File: config.mk
export PLATFORM = sky130hd
export DESIGN_NAME = adc_chan_tx_flat
export DESIGN_NICKNAME = d
export VERILOG_FILES = /design/src/rtl/adc_chan_tx_if.sv /design/src/rtl/adc_chan_tx.sv /design/src/flat_wrapper.sv
export SDC_FILE = /design/constraint.sdc
export NUM_CORES = 1
export LEC_CHECK = 0
export CELL_PAD_IN_SITES_DETAIL_PLACEMENT = 1
export CELL_PAD_IN_SITES_GLOBAL_PLACEMENT = 2
export CORE_AREA = 3 3 72 74
export DETAILED_ROUTE_END_ITERATION = 10
export DIE_AREA = 0 0 75 77
export PLACE_DENSITY_LB_ADDON = 0.1
export SLEW_MARGIN = 5
export SYNTH_ARGS = -nofsm -noshare
export SYNTH_HDL_FRONTEND = slang
export SYNTH_SLANG_ARGS = --single-unit
File: constraint.sdc
create_clock -name clk -period 1.8 [get_ports clk]
set_input_delay 0.36 -clock clk [delete_from_list [all_inputs] [get_ports clk]]
set_output_delay 0.36 -clock clk [all_outputs]
set_load 0.01 [all_outputs]
File: src/rtl/adc_chan_tx_if.sv
// adc_chan_tx_if: sample-word valid/ready handshake into adc_chan_tx.
// The chop_phase signal exists only when ADC_TX_CHOP_EN is defined.
interface adc_chan_tx_if;
  logic [17:0] tx_data;
  logic        tx_valid;
  logic        tx_ready;
`ifdef ADC_TX_CHOP_EN
  logic        chop_phase;
  modport master (output tx_data, tx_valid, chop_phase, input tx_ready);
  modport slave  (input tx_data, tx_valid, chop_phase, output tx_ready);
`else
  modport master (output tx_data, tx_valid, input tx_ready);
  modport slave  (input tx_data, tx_valid, output tx_ready);
`endif
endinterface

File: src/rtl/adc_chan_tx.sv
// adc_chan_tx: DDR serial ADC-link emulator (ADC_clock = clk/4, 18-bit words, MSB first).
// Optional feature: ADC_TX_CHOP_EN adds chop_phase; chop_phase=0 sends the negated word.
module adc_chan_tx #(
  parameter int GAP_CYCLES = 4
) (
  input  logic         clk,
  input  logic         rst,
  adc_chan_tx_if.slave tx,
  output logic         ADC_clock,
  output logic         ADC_serial_data,
  output logic         ADC_word_sync_n
);
  localparam int LP_GAP = GAP_CYCLES < 2 ? 2 : GAP_CYCLES;
  localparam int CW = $clog2((LP_GAP > 36 ? LP_GAP : 36) + 1);
  typedef enum logic [1:0] {IDLE, SHIFT, GAP} state_t;
  state_t r_state, w_state;
  logic [17:0] r_sr, w_sr, w_word;
  logic [CW-1:0] r_cnt, w_cnt;
  logic r_ready, w_ready, r_clk, w_clk, r_data, w_data, r_sync_n, w_sync_n;
  logic w_accept;
`ifdef ADC_TX_CHOP_EN
  assign w_word = tx.chop_phase ? tx.tx_data : ~tx.tx_data + 18'd1;
`else
  assign w_word = tx.tx_data;
`endif
  assign w_accept = tx.tx_valid && r_ready;
  // Outputs are registered one clk behind the phase counter: phase 0 of period 0 shows at accept+1.
  always_comb begin
    w_state = r_state;
    w_sr = r_sr;
    w_cnt = r_cnt;
    w_clk = r_clk;
    w_data = r_data;
    w_sync_n = r_sync_n;
    case (r_state)
      IDLE: if (w_accept) begin
        w_state = SHIFT;
        w_sr = w_word;
        w_cnt = '0;
      end
      SHIFT: begin
        w_cnt = r_cnt + CW'(1);
        case (r_cnt[1:0])
          2'd0: begin
            w_data = r_sr[17];
            w_sync_n = 1'b1;
          end
          2'd1: w_clk = 1'b1;
          2'd2: w_data = r_sr[16];
          default: begin
            w_clk = 1'b0;
            w_sr = {r_sr[15:0], 2'b00};
          end
        endcase
        if (r_cnt == CW'(35)) begin
          w_state = GAP;
          w_cnt = '0;
        end
      end
      default: begin
        w_clk = 1'b0;
        w_sync_n = 1'b0;
        w_cnt = r_cnt + CW'(1);
        if (r_cnt == CW'(LP_GAP - 1)) w_state = IDLE;
      end
    endcase
    w_ready = w_state == IDLE;
  end
  always_ff @(posedge clk or posedge rst) begin
    if (rst) begin
      r_state <= IDLE;
      r_sr <= '0;
      r_cnt <= '0;
      r_ready <= 1'b0;
      r_clk <= 1'b0;
      r_data <= 1'b0;
      r_sync_n <= 1'b1;
    end else begin
      r_state <= w_state;
      r_sr <= w_sr;
      r_cnt <= w_cnt;
      r_ready <= w_ready;
      r_clk <= w_clk;
      r_data <= w_data;
      r_sync_n <= w_sync_n;
    end
  end
  assign tx.tx_ready = r_ready;
  assign ADC_clock = r_clk;
  assign ADC_serial_data = r_data;
  assign ADC_word_sync_n = r_sync_n;
endmodule
File: src/flat_wrapper.sv
// flat-port wrapper written by rule: the top's interface ports become plain ports
module adc_chan_tx_flat 
#(
  parameter int GAP_CYCLES = 4
)
  (clk, rst, ADC_clock, ADC_serial_data, ADC_word_sync_n, tx_tx_data, tx_tx_valid, tx_tx_ready);
  adc_chan_tx_if tx_i ();
  input  logic clk;
  input  logic rst;
  output logic ADC_clock;
  output logic ADC_serial_data;
  output logic ADC_word_sync_n;
  input wire logic [$bits(tx_i.tx_data)-1:0] tx_tx_data;
  input wire logic [$bits(tx_i.tx_valid)-1:0] tx_tx_valid;
  output wire logic [$bits(tx_i.tx_ready)-1:0] tx_tx_ready;
  assign tx_i.tx_data = tx_tx_data;
  assign tx_i.tx_valid = tx_tx_valid;
  assign tx_tx_ready = tx_i.tx_ready;
  adc_chan_tx #(.GAP_CYCLES(GAP_CYCLES)) u_core (.clk(clk), .rst(rst), .tx(tx_i), .ADC_clock(ADC_clock), .ADC_serial_data(ADC_serial_data), .ADC_word_sync_n(ADC_word_sync_n));
endmodule
==> impl_metrics.csv <==
group,metric,value,unit
floorplanning,fp.dieArea,5775,um2
floorplanning,io-pin-count,25,
setup_path,setup.worst_path.end_class,"primary output",
detailed_routing,drt-initial-drc-count,58,
cells_and_area,n_antenna_cell,0,
placed_design,io_buffer_count,24,
placed_design,hpwl,2487,um
global_routing,track_usage,0.1395,
setup_path,worstPathMaxFanout,2,
clocking,cts_tree,"done",
cells_and_area,fin_cells,228,
timing,finalSetupViolations,0,
global_routing,antenna_found_initial,0,
detailed_routing,remaining_drc_errors,0,
setup_path,reg2reg_from,"u_core.r_cnt[1]",
floorplanning,initial_core_util,0.3468,
clocking,clock-root-buffer,"clkbuf_8",
global_routing,busiest_layer,"met2",
global_routing,grt_pass1_vias,1309,
cells_and_area,syn_to_final_growth,29.41,%
global_routing,use_met1,0.1826,
clocking,holdBufCountCts,0,
setup_path,setup.worst_path.start,"u_core.ADC_word_sync_n",
placed_design,dpl_worst_slack,-69.63,ps
synth,synth_seq_cells,30,
timing,finalSetupTns,0,ps
power_and_ir_drop,p_leak,0.8820,nW
global_routing,globalRouteOverflowTotal,0,
setup_path,crit_arrival,1350,ps
power_and_ir_drop,ir_drop,0.6721,mV
placed_design,place_inst,220,
clocking,cts_buffer_depth,2,
clocking,numCtsBuffers,5,
detailed_routing,drt_first_pass_iters,3,
timing,slew_headroom,0.7323,
synth,syn_inst,135,
clocking,clkSlewWorstSetupHoldPaths,70,ps
global_routing,grt_max_degree,31,
setup_path,path_buf_inv,1,
timing,min_period,1707,ps
timing,fin_crit_sh,0.9483,
synth,syn_avg_cell_area,11.97,um2
setup_path,r2r_cells,4,
setup_path,cp_top_family,"flip-flops",
global_routing,use_met3,0.04456,
clocking,postCtsSetupRepairBufs,0,
setup_path,crit_path_start_kind,"register",
timing,clock_skew,2.146,ps
clocking,cts_resized,0,
clocking,clock-sinks,30,
cells_and_area,final_cell_mix,"32 x mux2_2, 29 x dfrtp_1, 24 x clkdlybuf4s50_1",
setup_path,path_cells,"clkdlybuf4s50_1",
detailed_routing,wl_per_cell,15.39,um
setup_path,worst-endpoint-required,1440,ps
hold_path,hp-class,"in2async",
setup_path,slowest_delay,540,ps
floorplanning,die_h,77,um
timing,hold_viol_final,0,
synth,yosys_warnings,0,
detailed_routing,antenna_left,0,
timing,worst_slew_pin_slew,401.6,ps
setup_path,worstReg2RegEnd,"u_core.r_cnt[4]",
synth,syn_nets,160,
cells_and_area,drive_gt1_frac,0.3678,
detailed_routing,viasPerCell,5.127,
clocking,clk_latency,290,ps
cells_and_area,fin_nets,198,
floorplanning,core_area,4661,um2
power_and_ir_drop,power.total,3.677,mW
floorplanning,die_x,75,um
cells_and_area,layout_commonest_cell,"mux2_2",
setup_path,crit_type,"reg2out",
setup_path,rrSetupSlack,160,ps
detailed_routing,vias,1169,
setup_path,crit_end,"ADC_word_sync_n",
timing,maxSlewViolCount,0,
global_routing,grt_pass1_wl,6154,um
timing,fin_ws,93.05,ps
global_routing,grt_util_met2,0.2134,
clocking,h-tree-depth,2,
run,cap_violations,0,
run_status,status,"complete, no violations",
placed_design,gp_congestion,0.7003,
power_and_ir_drop,power.density,1758,nW/um2
detailed_routing,routed_wl,3509,um
synth,synth_area,1617,um2
synth,synth_cell_types,30,
setup_path,critical_path.slowest_cell,"dfstp_2",
timing,fmax,585.8,MHz
setup_path,cp.depth,1,
floorplanning,row_count,25,
timing,rsz0062_at_grt,"false",
synth,ys_seq_area_frac,0.4652,
-- logic make-up after synthesis --
kind of cell	count (synthesis)	share of synthesized area
AOI/OAI and AO/OA	27	0.1215
adders and majority gates	4	0.03096
buffers and inverters	15	0.06269
DFF	30	0.4652
muxes	33	0.2291
and+or+nand+nor	26	0.09056
-- layout make-up --
class	count	area, um2
tap	54	67.56
sequential	30	752.0
multi-input combinational	90	763.2
fill	516	2569
clock inverter	3	40.04
inverter	8	30.03
clock buffer	5	68.82
timing repair buffer	38	370.4
-- cell usage after synthesis, drive strengths merged --
| library cell | number | area share |
|---|---|---|
| mux2 | 32 | 0.22 |
| dfrtp | 29 | 0.45 |
| a21oi | 9 | 0.030 |
| inv | 8 | 0.019 |
| buf | 7 | 0.044 |
| nand2 | 7 | 0.016 |
| nor2 | 6 | 0.014 |
| o21ai | 5 | 0.015 |
| ha | 4 | 0.031 |
| nand3 | 3 | 0.0093 |
| or3 | 3 | 0.014 |
| a22oi | 2 | 0.0093 |
| nand3b | 2 | 0.0093 |
| o22a | 2 | 0.012 |
| o22ai | 2 | 0.0077 |
| o31ai | 2 | 0.0093 |
| a211oi | 1 | 0.0046 |
| a21o | 1 | 0.0046 |
| a22o | 1 | 0.0054 |
| and3b | 1 | 0.0054 |
| dfstp | 1 | 0.016 |
| mux2i | 1 | 0.0062 |
| nor2b | 1 | 0.0039 |
| o221ai | 1 | 0.0054 |
| o32ai | 1 | 0.017 |
| or2b | 1 | 0.0054 |
| or4 | 1 | 0.0046 |
| or4b | 1 | 0.0085 |
-- stage by stage --
step / utilization / cell area [um2] / hold WS, ps
2_1_floorplan: - / 1617 / 450.1
3_3_place_gp: 0.4255 / 1983 / 485.2
3_5_place_dp: 0.4255 / 1983 / 490.4
4_1_cts: 0.4489 / 2092 / 467.1
5_1_grt: 0.4489 / 2092 / 505.2
6_report: 0.4489 / 2092 / 456.1
-- worst min-delay path by stage --
stage                    start          endpoint  cells after the start
6_report                   rst    u_core.r_sr[3]                      3
5_1_grt                    rst    u_core.r_sr[8]                      3
4_1_cts                    rst    u_core.r_sr[6]                      3
3_5_place_dp    u_core.r_sr[6]    u_core.r_sr[6]                      1
3_3_place_gp   u_core.r_sr[10]   u_core.r_sr[10]                      1
2_1_floorplan              rst  u_core.ADC_clock                      1
-- metal layers --
metal / wire length [um] / share of wire
met4: 52 / 0.015
met1: 1653 / 0.47
met3: 137 / 0.039
met2: 1666 / 0.47
met5: 0 / 0
-- power breakdown --
| part | internal, mW | switching [mW] |
|---|---|---|
| Sequential | 1.02 | 0.204 |
| Clock | 0.407 | 0.274 |
| Combinational | 1.02 | 0.755 |
-- state kept, by name, summed over array words and instances (netlist names) --
signal,flops
u_core.ADC_serial_data,1
u_core.r_sr,18
u_core.ADC_clock,1
u_core.tx.tx_ready,1
u_core.r_cnt,6
u_core.ADC_word_sync_n,1
u_core.r_state,2
-- tightest hold or removal path, delay by kind of cell --
kind / cells / cell delay [ps]
buf+inv: 3 / 800
Note: power is estimated with default switching activity, not from simulation.
